`src/rtl/time_set_controller_if.sv`:
```
// time_set_controller_if
//   Bundles the pushbutton inputs and the BCD digit / load-strobe outputs
//   that pass between the board front end and the time_set_controller.
//   master : board / testbench side (drives buttons, observes outputs)
//   slave  : controller side (samples buttons, drives digits and strobes)
//   Signals:
//     btn_mode, btn_inc, btn_next, btn_enter : raw, unsynchronized buttons
//     hour_in1[1:0], hour_in0[3:0]            : hour tens / units (BCD)
//     minute_in1[3:0], minute_in0[3:0]        : minute tens / units (BCD)
//     load_time, load_alarm                   : load strobes to the core
//     edit_active                             : high while editing
//     edit_digit[1:0]                         : cursor position
//     busy                                    : high while a load is held
interface time_set_controller_if;
  logic       btn_mode;
  logic       btn_inc;
  logic       btn_next;
  logic       btn_enter;
  logic [1:0] hour_in1;
  logic [3:0] hour_in0;
  logic [3:0] minute_in1;
  logic [3:0] minute_in0;
  logic       load_time;
  logic       load_alarm;
  logic       edit_active;
  logic [1:0] edit_digit;
  logic       busy;

  modport master (
    output btn_mode, btn_inc, btn_next, btn_enter,
    input  hour_in1, hour_in0, minute_in1, minute_in0,
    input  load_time, load_alarm, edit_active, edit_digit, busy
  );

  modport slave (
    input  btn_mode, btn_inc, btn_next, btn_enter,
    output hour_in1, hour_in0, minute_in1, minute_in0,
    output load_time, load_alarm, edit_active, edit_digit, busy
  );
endinterface

```
`src/rtl/time_set_controller.sv`:
```
// time_set_controller
//   Pushbutton front end for editing HH:MM (four BCD digits) and committing
//   them to the alarm clock core as either the current time or the alarm.
//   Each button is synchronized, debounced and turned into a one-cycle press
//   event; a small FSM (IDLE / EDIT_TIME / EDIT_ALARM / LOAD) consumes the
//   events and holds the selected load strobe for LOAD_HOLD_CYCLES cycles.
//   Ports:
//     clock : system clock (100 MHz)
//     reset : asynchronous, active-high reset
//     bus   : time_set_controller_if.slave (buttons in, digits/strobes out)
module time_set_controller #(
  parameter int unsigned DEBOUNCE_CYCLES  = 1_000_000,
  parameter int unsigned LOAD_HOLD_CYCLES = 120_000_000
) (
  input  logic                  clock,
  input  logic                  reset,
  time_set_controller_if.slave  bus
);

  localparam int unsigned DBW = $clog2(DEBOUNCE_CYCLES + 1);
  localparam int unsigned LDW = $clog2(LOAD_HOLD_CYCLES + 1);

  typedef enum logic [1:0] {
    S_IDLE,
    S_EDIT_TIME,
    S_EDIT_ALARM,
    S_LOAD
  } state_t;

  // Button bit order: [0]=mode [1]=inc [2]=next [3]=enter
  logic [3:0]     w_raw;
  logic [3:0]     r_sync1;
  logic [3:0]     r_sync2;
  logic [3:0]     r_db;
  logic [3:0]     r_db_q;
  logic [3:0]     r_press;
  logic [DBW-1:0] r_cnt [4];

  state_t         r_state;
  state_t         w_state_nx;
  logic [LDW-1:0] r_hold;
  logic           r_target_alarm;
  logic [1:0]     r_cursor;
  logic [1:0]     r_h1;
  logic [3:0]     r_h0;
  logic [3:0]     r_m1;
  logic [3:0]     r_m0;

  logic           w_ev_enter;
  logic           w_ev_mode;
  logic           w_ev_next;
  logic           w_ev_inc;
  logic           w_edit;
  logic           w_hold_done;
  logic [3:0]     w_h0_max;

  assign w_raw = {bus.btn_enter, bus.btn_next, bus.btn_inc, bus.btn_mode};

  // Synchronizer, per-button debounce counter, and registered rising-edge
  // pulse of the debounced level.
  always_ff @(posedge clock or posedge reset) begin
    if (reset) begin
      r_sync1 <= '0;
      r_sync2 <= '0;
      r_db    <= '0;
      r_db_q  <= '0;
      r_press <= '0;
      for (int unsigned i = 0; i < 4; i++) r_cnt[i] <= '0;
    end else begin
      r_sync1 <= w_raw;
      r_sync2 <= r_sync1;
      r_db_q  <= r_db;
      r_press <= r_db & ~r_db_q;
      for (int unsigned i = 0; i < 4; i++) begin
        if (r_sync2[i] != r_db[i]) begin
          if (r_cnt[i] == DBW'(DEBOUNCE_CYCLES - 1)) begin
            r_db[i]  <= r_sync2[i];
            r_cnt[i] <= '0;
          end else begin
            r_cnt[i] <= r_cnt[i] + 1'b1;
          end
        end else begin
          r_cnt[i] <= '0;
        end
      end
    end
  end

  // Only the highest-priority press acts: enter > mode > next > inc.
  assign w_ev_enter = r_press[3];
  assign w_ev_mode  = r_press[0] & ~r_press[3];
  assign w_ev_next  = r_press[2] & ~r_press[3] & ~r_press[0];
  assign w_ev_inc   = r_press[1] & ~r_press[3] & ~r_press[0] & ~r_press[2];

  assign w_edit      = (r_state == S_EDIT_TIME) || (r_state == S_EDIT_ALARM);
  assign w_hold_done = (r_state == S_LOAD) && (r_hold == LDW'(LOAD_HOLD_CYCLES - 1));
  assign w_h0_max    = (r_h1 == 2'd2) ? 4'd3 : 4'd9;

  // FSM state register
  always_ff @(posedge clock or posedge reset) begin
    if (reset) r_state <= S_IDLE;
    else       r_state <= w_state_nx;
  end

  // FSM next state
  always_comb begin
    w_state_nx = r_state;
    case (r_state)
      S_IDLE:       if (w_ev_mode) w_state_nx = S_EDIT_TIME;
      S_EDIT_TIME:  if (w_ev_enter)     w_state_nx = S_LOAD;
                    else if (w_ev_mode) w_state_nx = S_EDIT_ALARM;
      S_EDIT_ALARM: if (w_ev_enter)     w_state_nx = S_LOAD;
                    else if (w_ev_mode) w_state_nx = S_IDLE;
      S_LOAD:       if (w_hold_done) w_state_nx = S_IDLE;
      default:      w_state_nx = S_IDLE;
    endcase
  end

  // Hold counter, load target, cursor and digit registers
  always_ff @(posedge clock or posedge reset) begin
    if (reset) begin
      r_hold         <= '0;
      r_target_alarm <= 1'b0;
      r_cursor       <= '0;
      r_h1           <= '0;
      r_h0           <= '0;
      r_m1           <= '0;
      r_m0           <= '0;
    end else begin
      if (r_state == S_LOAD) r_hold <= r_hold + 1'b1;
      else                   r_hold <= '0;

      if (w_edit && w_ev_enter) r_target_alarm <= (r_state == S_EDIT_ALARM);

      if (w_ev_mode && (r_state == S_IDLE || r_state == S_EDIT_TIME))
        r_cursor <= '0;
      else if (w_edit && w_ev_next)
        r_cursor <= r_cursor + 2'd1;

      if (w_edit && w_ev_inc) begin
        case (r_cursor)
          2'd0: begin
            r_h1 <= (r_h1 >= 2'd2) ? 2'd0 : r_h1 + 2'd1;
            // Stepping the tens to 2 must not leave the hour above 23.
            if (r_h1 == 2'd1 && r_h0 > 4'd3) r_h0 <= 4'd3;
          end
          2'd1:    r_h0 <= (r_h0 >= w_h0_max) ? 4'd0 : r_h0 + 4'd1;
          2'd2:    r_m1 <= (r_m1 >= 4'd5)     ? 4'd0 : r_m1 + 4'd1;
          default: r_m0 <= (r_m0 >= 4'd9)     ? 4'd0 : r_m0 + 4'd1;
        endcase
      end
    end
  end

  // FSM outputs; strobes decode from the async-reset state so they drop
  // immediately on reset.
  always_comb begin
    bus.load_time   = (r_state == S_LOAD) && !r_target_alarm;
    bus.load_alarm  = (r_state == S_LOAD) &&  r_target_alarm;
    bus.busy        = (r_state == S_LOAD);
    bus.edit_active = w_edit;
    bus.edit_digit  = r_cursor;
    bus.hour_in1    = r_h1;
    bus.hour_in0    = r_h0;
    bus.minute_in1  = r_m1;
    bus.minute_in0  = r_m0;
  end

endmodule

```
`src/flat_wrapper.sv`:
```
// flat-port wrapper written by rule: the top's interface ports become plain ports
module time_set_controller_flat 
#(
  parameter int unsigned DEBOUNCE_CYCLES  = 1_000_000,
  parameter int unsigned LOAD_HOLD_CYCLES = 120_000_000
)
  (clock, reset, bus_btn_mode, bus_btn_inc, bus_btn_next, bus_btn_enter, bus_hour_in1, bus_hour_in0, bus_minute_in1, bus_minute_in0, bus_load_time, bus_load_alarm, bus_edit_active, bus_edit_digit, bus_busy);
  time_set_controller_if bus_i ();
  input  logic clock;
  input  logic reset;
  input wire logic [$bits(bus_i.btn_mode)-1:0] bus_btn_mode;
  input wire logic [$bits(bus_i.btn_inc)-1:0] bus_btn_inc;
  input wire logic [$bits(bus_i.btn_next)-1:0] bus_btn_next;
  input wire logic [$bits(bus_i.btn_enter)-1:0] bus_btn_enter;
  output wire logic [$bits(bus_i.hour_in1)-1:0] bus_hour_in1;
  output wire logic [$bits(bus_i.hour_in0)-1:0] bus_hour_in0;
  output wire logic [$bits(bus_i.minute_in1)-1:0] bus_minute_in1;
  output wire logic [$bits(bus_i.minute_in0)-1:0] bus_minute_in0;
  output wire logic [$bits(bus_i.load_time)-1:0] bus_load_time;
  output wire logic [$bits(bus_i.load_alarm)-1:0] bus_load_alarm;
  output wire logic [$bits(bus_i.edit_active)-1:0] bus_edit_active;
  output wire logic [$bits(bus_i.edit_digit)-1:0] bus_edit_digit;
  output wire logic [$bits(bus_i.busy)-1:0] bus_busy;
  assign bus_i.btn_mode = bus_btn_mode;
  assign bus_i.btn_inc = bus_btn_inc;
  assign bus_i.btn_next = bus_btn_next;
  assign bus_i.btn_enter = bus_btn_enter;
  assign bus_hour_in1 = bus_i.hour_in1;
  assign bus_hour_in0 = bus_i.hour_in0;
  assign bus_minute_in1 = bus_i.minute_in1;
  assign bus_minute_in0 = bus_i.minute_in0;
  assign bus_load_time = bus_i.load_time;
  assign bus_load_alarm = bus_i.load_alarm;
  assign bus_edit_active = bus_i.edit_active;
  assign bus_edit_digit = bus_i.edit_digit;
  assign bus_busy = bus_i.busy;
  time_set_controller #(.DEBOUNCE_CYCLES(DEBOUNCE_CYCLES), .LOAD_HOLD_CYCLES(LOAD_HOLD_CYCLES)) u_core (.clock(clock), .reset(reset), .bus(bus_i));
endmodule
```
`config.mk`:
```
export PLATFORM = sky130hd
export DESIGN_NAME = time_set_controller_flat
export DESIGN_NICKNAME = d
export VERILOG_FILES = /design/src/rtl/time_set_controller_if.sv /design/src/rtl/time_set_controller.sv /design/src/flat_wrapper.sv
export SDC_FILE = /design/constraint.sdc
export NUM_CORES = 1
export LEC_CHECK = 0
export BUFFER_PORTS_ARGS = -buffer_cell sky130_fd_sc_hd__buf_2
export CAP_MARGIN = 10
export CORE_UTILIZATION = 45
export CTS_BUF_LIST = sky130_fd_sc_hd__clkbuf_4 sky130_fd_sc_hd__clkbuf_8 sky130_fd_sc_hd__clkbuf_16
export DETAILED_ROUTE_END_ITERATION = 10
export HOLD_SLACK_MARGIN = 0.1
export SLEW_MARGIN = 10
export SYNTH_ARGS = -nofsm -noshare
export SYNTH_HDL_FRONTEND = slang
export SYNTH_SLANG_ARGS = --single-unit
```
`constraint.sdc`:
```
create_clock -name clock -period 5.9 [get_ports clock]
set_input_delay 0.295 -clock clock [delete_from_list [all_inputs] [get_ports clock]]
set_output_delay 0.295 -clock clock [all_outputs]
set_load 0.01 [all_outputs]
```
==> results of run 1 <==
[logic make-up after synthesis]
| family | Yosys count | share of synthesized area, % |
|---|---|---|
| mux | 6 | 0.943 |
| buf+inv | 33 | 2.06 |
| compound gates | 40 | 3.65 |
| xor+xnor | 99 | 12.3 |
| fa+ha+maj | 22 | 3.92 |
| flops | 146 | 52.0 |
| simple gates | 344 | 25.1 |
[critical path, stage by stage, from the launching register on]
cell and delay (ps):
dfrtp_1 430, ha_1 310, inv_1 610, nor2_1 100
buf_2 170
[stage by stage]
stage	hold slack, ps	util (%)	instances	worst slack (ps)	total power [W]
global route	354	52.8	928	3390	0.00231
finish	346	52.8	928	3580	0.00222
floorplan	326	-	690	1680	0.00107
global placement	334	48.3	893	3730	0.00108
detailed placement	335	48.3	893	3700	0.00108
CTS	348	52.8	928	3530	0.00225
[area by class of cell]
class | count | area, um^2 | area share, %
clock inverters | 10 | 184 | 2.29
repair buffers | 31 | 183 | 2.28
multi-input cells | 511 | 3230 | 40.3
clock buffers | 20 | 448 | 5.58
inverters | 22 | 87.6 | 1.09
well taps | 188 | 235 | 2.93
flip-flops and latches | 146 | 3650 | 45.5
[metal layers]
layer / up-vias / GRT usage (%) / part of all wire [%]
li1: 2419 / - / -
met5: - / 0 / 0
met1: 2321 / 21.8 / 50
met3: 11 / 4.52 / 2.7
met2: 45 / 26.9 / 46
met4: 0 / 6.23 / 1.3
[sequential cells by signal (all words and copies together) (netlist names)]
| signal | cells |
|---|---|
| u_core.bus.edit_digit | 2 |
| u_core.bus.hour_in0 | 4 |
| u_core.bus.hour_in1 | 2 |
| u_core.bus.minute_in0 | 4 |
| u_core.bus.minute_in1 | 4 |
| u_core.r_cnt | 80 |
| u_core.r_db | 4 |
| u_core.r_db_q | 4 |
| u_core.r_hold | 27 |
| u_core.r_press | 4 |
| u_core.r_state | 2 |
| u_core.r_sync1 | 4 |
| u_core.r_sync2 | 4 |
| u_core.r_target_alarm | 1 |
[power breakdown]
part / switching, W / total (W) / internal, W
Clock: 0.000398 / 0.00116 / 0.000759
Combinational: 0.0000335 / 0.0000452 / 0.0000117
Sequential: 0.00000829 / 0.00102 / 0.00101
Total: 0.000439 / 0.00222 / 0.00178
[cells in the final DEF, fill, tap and decap left out, types with 4 or more instances in the layout]
cell / Yosys / layout
nand2b_1: 4 / 4
nor4_2: 4 / 4
and2_1: 9 / 9
nor2_1: 129 / 129
or2_1: 4 / 4
nor3_1: 9 / 9
dlygate4sd3_1: 0 / 5
nor3_2: 6 / 6
xor2_1: 64 / 64
dfrtp_1: 146 / 146
xnor2_1: 35 / 35
nand4_1: 27 / 27
o21ai_1: 8 / 8
nor4_1: 6 / 6
and3_1: 17 / 17
clkbuf_16: 0 / 17
a21oi_1: 9 / 9
nor4b_1: 4 / 4
bufinv_16: 0 / 5
nand3_1: 44 / 44
buf_2: 5 / 25
nor2b_1: 5 / 5
and4_1: 6 / 6
mux2_1: 4 / 4
ha_1: 22 / 22
inv_1: 22 / 21
nand2_1: 52 / 52
o21ai_0: 6 / 6
[how the worst min path moves through the flow]
| stage | endpoint | slack (ps) | depth (start not counted) | startpoint |
|---|---|---|---|---|
| 2_1_floorplan | u_core.r_sync1[0] | 330 | 0 | bus_btn_mode |
| 3_3_place_gp | u_core.r_sync2[3] | 330 | 0 | u_core.r_sync1[3] |
| 3_5_place_dp | u_core.r_sync2[1] | 330 | 0 | u_core.r_sync1[1] |
| 4_1_cts | u_core.r_sync2[1] | 350 | 0 | u_core.r_sync1[1] |
| 5_1_grt | u_core.r_sync2[1] | 350 | 0 | u_core.r_sync1[1] |
| 6_report | u_core.r_sync2[1] | 350 | 0 | u_core.r_sync1[1] |
==> summary.md, run 1 <==
| Metric | Value |
|---|---|
| Register area share after synthesis | `52.0%` |
| CP Capture Type | `primary output` |
| First-pass GRT wire length | `21.6 mm` |
| CTS clk-pin slew, worst paths | `60 ps` |
| Die Width | `127 um` |
| Post-CTS sizing | `0` |
| CTS root buffer | `clkbuf_16` |
| Initial core utilization | `46.2%` |
| Slew Limit Fails | `0` |
| Drt wl/cell | `12.9 um` |
| Pwr dens | `277 nW/um^2` |
| Final setup viols | `0` |
| R2R depth | `5` |
| N_diodes | `0` |
| R2r setup slk | `3760 ps` |
| Post-synth top cells | `146 x dfrtp_1, 129 x nor2_1, 64 x xor2_1` |
| Die H | `127 um` |
| CTS tree | `yes` |
| Worst vdd rail ir drop | `0.195 mV` |
| Vias/cell | `5.17` |
| Core box area | `15200 um^2` |
| Post-Syn Area | `7030 um^2` |
| Leading area contributor after synthesis | `dfrtp_1` |
| DP Area | `7340 um^2` |
| # rows | `45` |
| First drt pass iteration count | `4` |
| CP max FO | `26` |
| Fin. Hold Viols | `0` |
| H-tree depth | `4` |
| Main synth FF type | `dfrtp_1` |
| Synth Warn # | `0` |
| R2r startpoint | `u_core.r_state[0]` |
| Clock Path Buffers | `2` |
| Layout cell share with drive strength beyond 1 | `10.0%` |
| Gr usage total | `16.7%` |
| CTS Hold Bufs | `5` |
| Post-synth EDFFs | `0` |
| Largest net degree at the start of global routing | `86` |
| CP startpoint | `u_core.r_state[0]` |
| Die area | `16100 um^2` |
| Worst-skew pair later-pin latency | `420 ps` |
| Post-synthesis cell count | `690` |
| Actual slew at the worst max-slew pin | `1030 ps` |
| Crit path kind | `flip-flop to primary output` |
| Max-slew headroom | `31.1%` |
| Total CTS buffers | `17` |
| Setup TNS | `0 ps` |
| Post-synth cell types | `51` |
| Syn Area/Cell | `10.2 um^2` |
| Finished Cell Area | `8020 um^2` |
| Placer Congestion | `0.764` |
| Global route overflow | `0` |
| Area share of the largest cell type after synthesis | `52.0%` |
| Final Net Count | `757` |
| Critical path required time | `5610 ps` |
| Clk_skew | `6.67 ps` |
| Max-cap viol count | `0` |
| PortBufs | `25` |
| Hold crit path type | `flip-flop to flip-flop` |
| DRT antenna net count | `0` |
| Reg-to-reg endpoint | `u_core.r_state[0]` |
| Layout area overhead | `14.1%` |
| Fin crit share | `39.3%` |
| Total Wirelength | `12.0 mm` |
| Synth area leaders | `dfrtp_1 52%, xor2_1 8.0%, nor2_1 6.9%, xnor2_1 4.4%, ha_1 3.9%` |
| Leakage | `3.61 nW` |
| Maximum clock rate | `0.431 GHz` |
| Final min period | `2320 ps` |
| CP arrival | `2020 ps` |
| Vias | `4796` |
| Fillcell total | `1371` |
| RSZ-0062 raised after global routing | `no` |
| Post-CTS setup buffers | `0` |
| Antenna violations before repair | `0` |
| Setup crit start kind | `flip-flop` |
| Number of global-route vias before repair | `4718` |
| Clock Sinks | `146` |
| FFs w/ async S/R, synth | `100%` |
| Synthesized Nets | `718` |
| Most frequent cell after synthesis | `dfrtp_1` |
| HPWL after DPL | `8.06 mm` |
| Drc violations | `0` |
| Initial DRC count | `239` |
| Critical Path End | `bus_load_time` |
| Synth Register Bits | `146` |
| Outcome | `complete, no violations` |
| Io pins | `26` |
Power figures use the tool's default switching activity.
==> run 2, diff against run 1 <==
==> constraint.sdc (replaced) <==
create_clock -name clock -period 2.2 [get_ports clock]
set_input_delay 0.11 -clock clock [delete_from_list [all_inputs] [get_ports clock]]
set_output_delay 0.11 -clock clock [all_outputs]
set_load 0.01 [all_outputs]
==> run 2 against run 1 <==
Net effect:
- sequential cell count did not move
- critical path depth rose by 2
- cell area up 0.28%
- non-clock buffer count grew 6
- sequential share of layout area fell by 0.11 points
- cell count rose by 0.86%
- via count increased by 1.5%
- global-route usage increased by 0.63 points
- highest routed layer unchanged
- largest cell class unchanged
- worst setup slack lost 3500 ps
- clock skew grew 9.9 ps
- count of clock-buffer cells in the layout decreased by 1
==> summary.md, run 2 (synthesis gave the netlist of run 1 again) <==
| Metric | Value |
|---|---|
| Commonest non-fill, non-tap cells in the layout | `145 x dfrtp_1, 129 x nor2_1, 64 x xor2_1, 52 x nand2_1, 44 x nand3_1` |
| Most common cell after layout, fill and taps aside | `dfrtp_1` |
| Placer Congestion | `0.795 (+4.1%)` |
| CTS tree | `yes` |
| Clock Power Share | `49.6% (-2.5 points)` |
| Clock Sinks | `146 (unchanged)` |
| DP Area | `7410 um^2 (+0.94%)` |
| Gr usage total | `17.4% (+0.63 points)` |
| First-pass GRT wire length | `22.5 mm (+4.1%)` |
| Layout cell share with drive strength beyond 1 | `11.1% (+1.1 points)` |
| Vias | `4867 (+1.5%)` |
| Max reg flops | `80 (unchanged)` |
| Critical path required time | `2550 ps (-3060 ps)` |
| Outcome | `complete, no violations` |
| Global route overflow | `0 (unchanged)` |
| Most flops, register | `u_core.r_cnt` |
| Antenna violations before repair | `0 (unchanged)` |
| Die area | `16100 um^2 (unchanged)` |
| Final setup viols | `0 (unchanged)` |
| Die H | `127 um (unchanged)` |
| Finished Cell Area | `8050 um^2 (+0.28%)` |
| Crit path kind | `flip-flop to flip-flop` |
| Largest net degree at the start of global routing | `70 (-19%)` |
| R2R depth | `6 (+1)` |
| P_sw | `0.00123 W (+180%)` |
| Hold crit path type | `primary input to flip-flop` |
| Sequential power share | `48.0% (+2.1 points)` |
| RSZ-0062 raised after global routing | `no` |
| Slew Limit Fails | `0 (unchanged)` |
| Post-CTS setup buffers | `0 (unchanged)` |
| Clk_skew | `16.5 ps (+9.88 ps)` |
| Total CTS buffers | `17 (unchanged)` |
| Dpl cells | `899 (+0.67%)` |
| Initial core utilization | `46.2% (unchanged)` |
| Max-slew headroom | `54.3% (+23 points)` |
| # rows | `45 (unchanged)` |
| Setup crit start kind | `flip-flop` |
| Leakage | `3.61 nW (+0.21%)` |
| Initial DRC count | `295 (+23%)` |
| HPWL after DPL | `8.39 mm (+4.1%)` |
| CP arrival | `2440 ps (+420 ps)` |
| H-tree depth | `4 (unchanged)` |
| Maximum clock rate | `0.479 GHz` |
| Int Pwr | `0.00446 W (+150%)` |
| N_diodes | `0 (unchanged)` |
| Core box area | `15200 um^2 (unchanged)` |
| Pwr dens | `708 nW/um^2 (+160%)` |
| CTS root buffer | `clkbuf_16` |
| Hold path depth | `2 (+2)` |
| CP max FO | `4 (-85%)` |
| CP Capture Type | `flip-flop` |
| Drc violations | `0 (unchanged)` |
| Number of global-route vias before repair | `4882 (+3.5%)` |
| Fin crit share | `94.8%` |
| Clock Path Buffers | `2 (unchanged)` |
| Final min period | `2090 ps` |
| Fin. Hold Viols | `0 (unchanged)` |
| Max-cap viol count | `0 (unchanged)` |
| Layout area overhead | `14.4%` |
| Worst-skew pair later-pin latency | `420 ps (about the same)` |
| Final Net Count | `763 (+0.79%)` |
| Worst vdd rail ir drop | `0.512 mV (+160%)` |
| CTS clk-pin slew, worst paths | `60 ps (about the same)` |
| Die Width | `127 um (unchanged)` |
| PortBufs | `25 (unchanged)` |
| First drt pass iteration count | `4 (unchanged)` |
| Post-route insts no fill | `936 (+0.86%)` |
| Io pins | `26 (unchanged)` |
| Actual slew at the worst max-slew pin | `683 ps (-350 ps)` |
| Fillcell total | `1331 (-2.9%)` |
| Setup TNS | `0 ps (unchanged)` |
| DRT antenna net count | `0 (unchanged)` |
| Largest registers | `u_core.r_cnt x80, u_core.r_hold x27` |
| Total Wirelength | `12.4 mm (+3.4%)` |
| Comb pwr share | `2.4% (+0.4 points)` |
| Sw frac | `21.7% (+1.9 points)` |
| Vias/cell | `5.20 (+0.61%)` |
| Drt wl/cell | `13.3 um (+2.5%)` |
-- run 2: cell types whose count changed in the layout (fill, tap and decap cells not counted), sizes merged --
cell      before  now
clkinvlp       2    4
inv           23   21
clkinv         2    8
clkbuf        20   19
bufinv         5    2
buf           26   32
-- run 2: path summary, 6_finish.rpt --
path | startpoint | to | slack, ps
min in group asynchronous | reset | u_core.r_cnt[61] | 350
hold reg to reg | u_core.r_sync1[3] | u_core.r_sync2[3] | 360
setup reg to reg | u_core.bus.hour_in1[0] | u_core.bus.hour_in0[2] | 110
hold / removal | bus_btn_inc | u_core.r_sync1[1] | 330
setup / recovery | u_core.bus.hour_in1[0] | u_core.bus.hour_in0[2] | 110
max in group asynchronous | reset | u_core.r_hold[8] | 1100
-- run 2: repair_timing --
item / CTS / global route
gates resized for setup: 0 / 1
endpoints found under the setup margin: 0 / 1
hold buffers: 5 / 0
hold endpoints to repair: 32 / 0
-- run 2: power by group through the flow --
stage / clock network, W / registers [W] / logic [W]
final: 0.00282 / 0.00273 / 0.000134
after global routing: 0.00302 / 0.00274 / 0.000159
after detailed placement: 0 / 0.00278 / 0.000134
after global placement: 0 / 0.00278 / 0.000131
after CTS: 0.00290 / 0.00273 / 0.000142
after floorplan: 0 / 0.00278 / 0.0000962
-- run 2: area by class of cell --
cell class                      count  area, um^2  share of cell area [%]
Timing Repair Buffer               37         253                    3.14
Inverter                           22        86.3                    1.07
Clock inverter                     13         138                    1.71
Sequential cell                   146        3650                    45.4
Multi-Input combinational cell    511        3230                    40.2
Tap cell                          188         235                    2.92
Clock buffer                       19         447                    5.55
-- run 2: worst max-delay path: stages, from the launching register on --
cell,delay [ps]
dfrtp_1,370
nand2b_1,160
ha_1,270
a211o_1,300
a211o_1,300
or4b_1,530
nand2_1,80
-- run 2: per-layer routing --
| metal | share of wire, % | GRT usage, % | wire, um | vias to the layer above |
|---|---|---|---|---|
| met5 | 0 | 0 | 0 | - |
| met1 | 50 | 23.1 | 6180 | 2382 |
| li1 | - | - | - | 2427 |
| met3 | 2.6 | 4.69 | 328 | 5 |
| met4 | 0.89 | 5.53 | 110 | 0 |
| met2 | 47 | 27.7 | 5790 | 53 |
-- run 2: stage by stage --
stage | setup slack, ps | total power [W] | hold WS, ps | utilization [%]
6_report | 114 | 0.00569 | 325 | 52.9
3_5_place_dp | 96.7 | 0.00292 | 220 | 48.7
4_1_cts | 86.5 | 0.00578 | 312 | 52.9
2_1_floorplan | 95.9 | 0.00287 | 141 | -
5_1_grt | 30.0 | 0.00592 | 316 | 52.9
3_3_place_gp | 151 | 0.00291 | 218 | 48.7
==> run 3, diff against run 2 <==
--- a/config.mk
+++ b/config.mk
@@ -7,10 +7,11 @@
 export LEC_CHECK = 0
 export BUFFER_PORTS_ARGS = -buffer_cell sky130_fd_sc_hd__buf_2
 export CAP_MARGIN = 10
-export CORE_UTILIZATION = 45
+export CORE_UTILIZATION = 50
 export CTS_BUF_LIST = sky130_fd_sc_hd__clkbuf_4 sky130_fd_sc_hd__clkbuf_8 sky130_fd_sc_hd__clkbuf_16
 export DETAILED_ROUTE_END_ITERATION = 10
 export HOLD_SLACK_MARGIN = 0.1
+export PLACE_DENSITY = 0.67
 export SLEW_MARGIN = 10
 export SYNTH_ARGS = -nofsm -noshare
 export SYNTH_HDL_FRONTEND = slang
==> run 3 against run 2 <==
Net effect:
- cell count decreased by 1.3%
- clock power increased by 8.2%
- power increased by 3.9%
- largest cell class unchanged
- register-to-register slack about the same
- highest routed layer unchanged
- sequential share of layout area decreased by 0.14 points
- count of clock-buffer cells in the layout decreased by 2
- clock skew decreased by 7.2 ps
==> summary.md, run 3 (synthesis gave the netlist of run 1 again) <==
| Metric | Value |
|---|---|
| Critical path required time | `2570 ps (+20 ps)` |
| Max-cap viol count | `0 (unchanged)` |
| Fin crit share | `95.4% (+0.61 points)` |
| Drc violations | `0 (unchanged)` |
| CTS root buffer | `clkbuf_16` |
| Die area | `14500 um^2 (-9.8%)` |
| Final Net Count | `763 (unchanged)` |
| Post-CTS setup buffers | `0 (unchanged)` |
| R2R depth | `6 (unchanged)` |
| Number of global-route vias before repair | `4938 (+1.1%)` |
| CP Capture Type | `flip-flop` |
| Pwr dens | `733 nW/um^2 (+3.7%)` |
| Clk_skew | `9.37 ps (-7.18 ps)` |
| Finished Cell Area | `8070 um^2 (+0.26%)` |
| Initial core utilization | `52.3% (+6.0 points)` |
| CTS tree | `yes` |
| Actual slew at the worst max-slew pin | `805 ps (+121 ps)` |
| HPWL after DPL | `7.96 mm (-5.2%)` |
| Commonest non-fill, non-tap cells in the layout | `146 x dfrtp_1, 129 x nor2_1, 64 x xor2_1, 52 x nand2_1, 44 x nand3_1` |
| H-tree depth | `4 (unchanged)` |
| Fin. Hold Viols | `0 (unchanged)` |
| Fillcell total | `1146 (-14%)` |
| Clock Sinks | `146 (unchanged)` |
| Die H | `121 um (-5.1%)` |
| Layout cell share with drive strength beyond 1 | `11.0% (-0.13 points)` |
| Gr usage total | `19.4% (+2.0 points)` |
| Setup crit start kind | `flip-flop` |
| CP max FO | `6 (+2)` |
| Placer Congestion | `0.837 (+5.3%)` |
| Maximum clock rate | `0.476 GHz (-0.64%)` |
| Vias | `4890 (+0.47%)` |
| Initial DRC count | `347 (+18%)` |
| First drt pass iteration count | `4 (unchanged)` |
| Most flops, register | `u_core.r_cnt` |
| Outcome | `complete, no violations` |
| Hold path depth | `2 (unchanged)` |
| Core box area | `13500 um^2 (-12%)` |
| Max-slew headroom | `46.4% (-8.0 points)` |
| Clock Path Buffers | `2 (unchanged)` |
| PortBufs | `25 (unchanged)` |
| Most common cell after layout, fill and taps aside | `dfrtp_1` |
| Hold crit path type | `primary input to flip-flop` |
| N_diodes | `0 (unchanged)` |
| Worst vdd rail ir drop | `0.545 mV (+6.4%)` |
| Io pins | `26 (unchanged)` |
| Setup TNS | `0 ps (unchanged)` |
| Largest registers | `u_core.r_cnt x80, u_core.r_hold x27` |
| Crit path kind | `flip-flop to flip-flop` |
| Die Width | `121 um (-5.1%)` |
| Drt wl/cell | `13.4 um (+0.84%)` |
| Total Wirelength | `12.4 mm (-0.45%)` |
| CP arrival | `2470 ps (+30 ps)` |
| Largest net degree at the start of global routing | `147 (+110%)` |
| Vias/cell | `5.29 (+1.8%)` |
| RSZ-0062 raised after global routing | `no` |
| Leakage | `3.62 nW (about the same)` |
| DRT antenna net count | `0 (unchanged)` |
| Max reg flops | `80 (unchanged)` |
| # rows | `42 (-6.7%)` |
| Antenna violations before repair | `0 (unchanged)` |
| Slew Limit Fails | `0 (unchanged)` |
| DP Area | `7380 um^2 (-0.37%)` |
| Final setup viols | `0 (unchanged)` |
| Global route overflow | `0 (unchanged)` |
| Total CTS buffers | `17 (unchanged)` |
| Final min period | `2100 ps (+13.4 ps)` |
| First-pass GRT wire length | `22.3 mm (-1.1%)` |
| CTS clk-pin slew, worst paths | `60 ps (about the same)` |
| Worst-skew pair later-pin latency | `430 ps (about the same)` |
| Layout area overhead | `14.7%` |
-- run 3: cell types whose count changed in the layout (fill, tap and decap cells not counted), sizes merged --
| cell | before | now |
|---|---|---|
| clkinvlp | 4 | 7 |
| bufinv | 2 | 4 |
| inv | 21 | 22 |
| clkbuf | 19 | 17 |
| clkinv | 8 | 4 |
-- run 3: layout make-up --
cell class / instances / area, um^2 / area share (%)
clock buffer: 17 / 425 / 5.27
clock inverter: 15 / 209 / 2.59
timing repair buffer: 37 / 240 / 2.98
multi-input combinational: 511 / 3230 / 40.1
inverter: 22 / 86.3 / 1.07
sequential: 146 / 3650 / 45.3
tap: 176 / 220 / 2.73
-- run 3: per-stage QoR --
step                      worst slack [ps]  utilization [%]  power [W]  hold WS, ps  instances
after global placement                 147             54.9    0.00291          220        887
final                                  100             60.0    0.00592          322        924
after global routing                  23.5             60.0    0.00613          309        924
after CTS                             74.4             60.0    0.00599          298        924
after floorplan                       95.9                -    0.00287          141        690
after detailed placement              89.8             54.9    0.00291          220        887
-- run 3: timing repair --
item                       in CTS  in global routing
setup endpoints to repair       0                  1
hold buffers                    5                  0
resized for setup               0                  0
hold endpoints to repair      150                  0
-- run 3: final timing paths --
kind,endpoint,startpoint,slack [ps]
worst min register to register,u_core.r_sync2[3],u_core.r_sync1[3],350
min in group asynchronous,u_core.r_cnt[65],reset,440
worst min-delay path,u_core.r_sync1[2],bus_btn_next,320
worst max-delay path,u_core.bus.hour_in0[2],u_core.bus.hour_in1[1],100
worst max register to register,u_core.bus.hour_in0[2],u_core.bus.hour_in1[1],100
max in group asynchronous,u_core.r_cnt[13],reset,1110
-- run 3: metal layers --
metal | vias to the layer above | GRT usage [%] | share of wire (%)
met2 | 58 | 32.0 | 47
met1 | 2376 | 24.5 | 48
met3 | 17 | 5.14 | 2.8
li1 | 2439 | - | -
met4 | 0 | 7.02 | 1.6
met5 | - | 0 | 0
-- run 3: power breakdown --
part / switching [W] / total (W) / internal, W
registers: 0.0000231 / 0.00273 / 0.00271
clock network: 0.00115 / 0.00305 / 0.00190
logic: 0.0000913 / 0.000129 / 0.0000375
-- run 3: critical path: stages, from the launching register on --
cell	delay [ps]
dfrtp_1	430
nand2b_1	100
ha_1	290
a211o_1	310
a211o_1	300
or4b_1	510
nand2_1	80
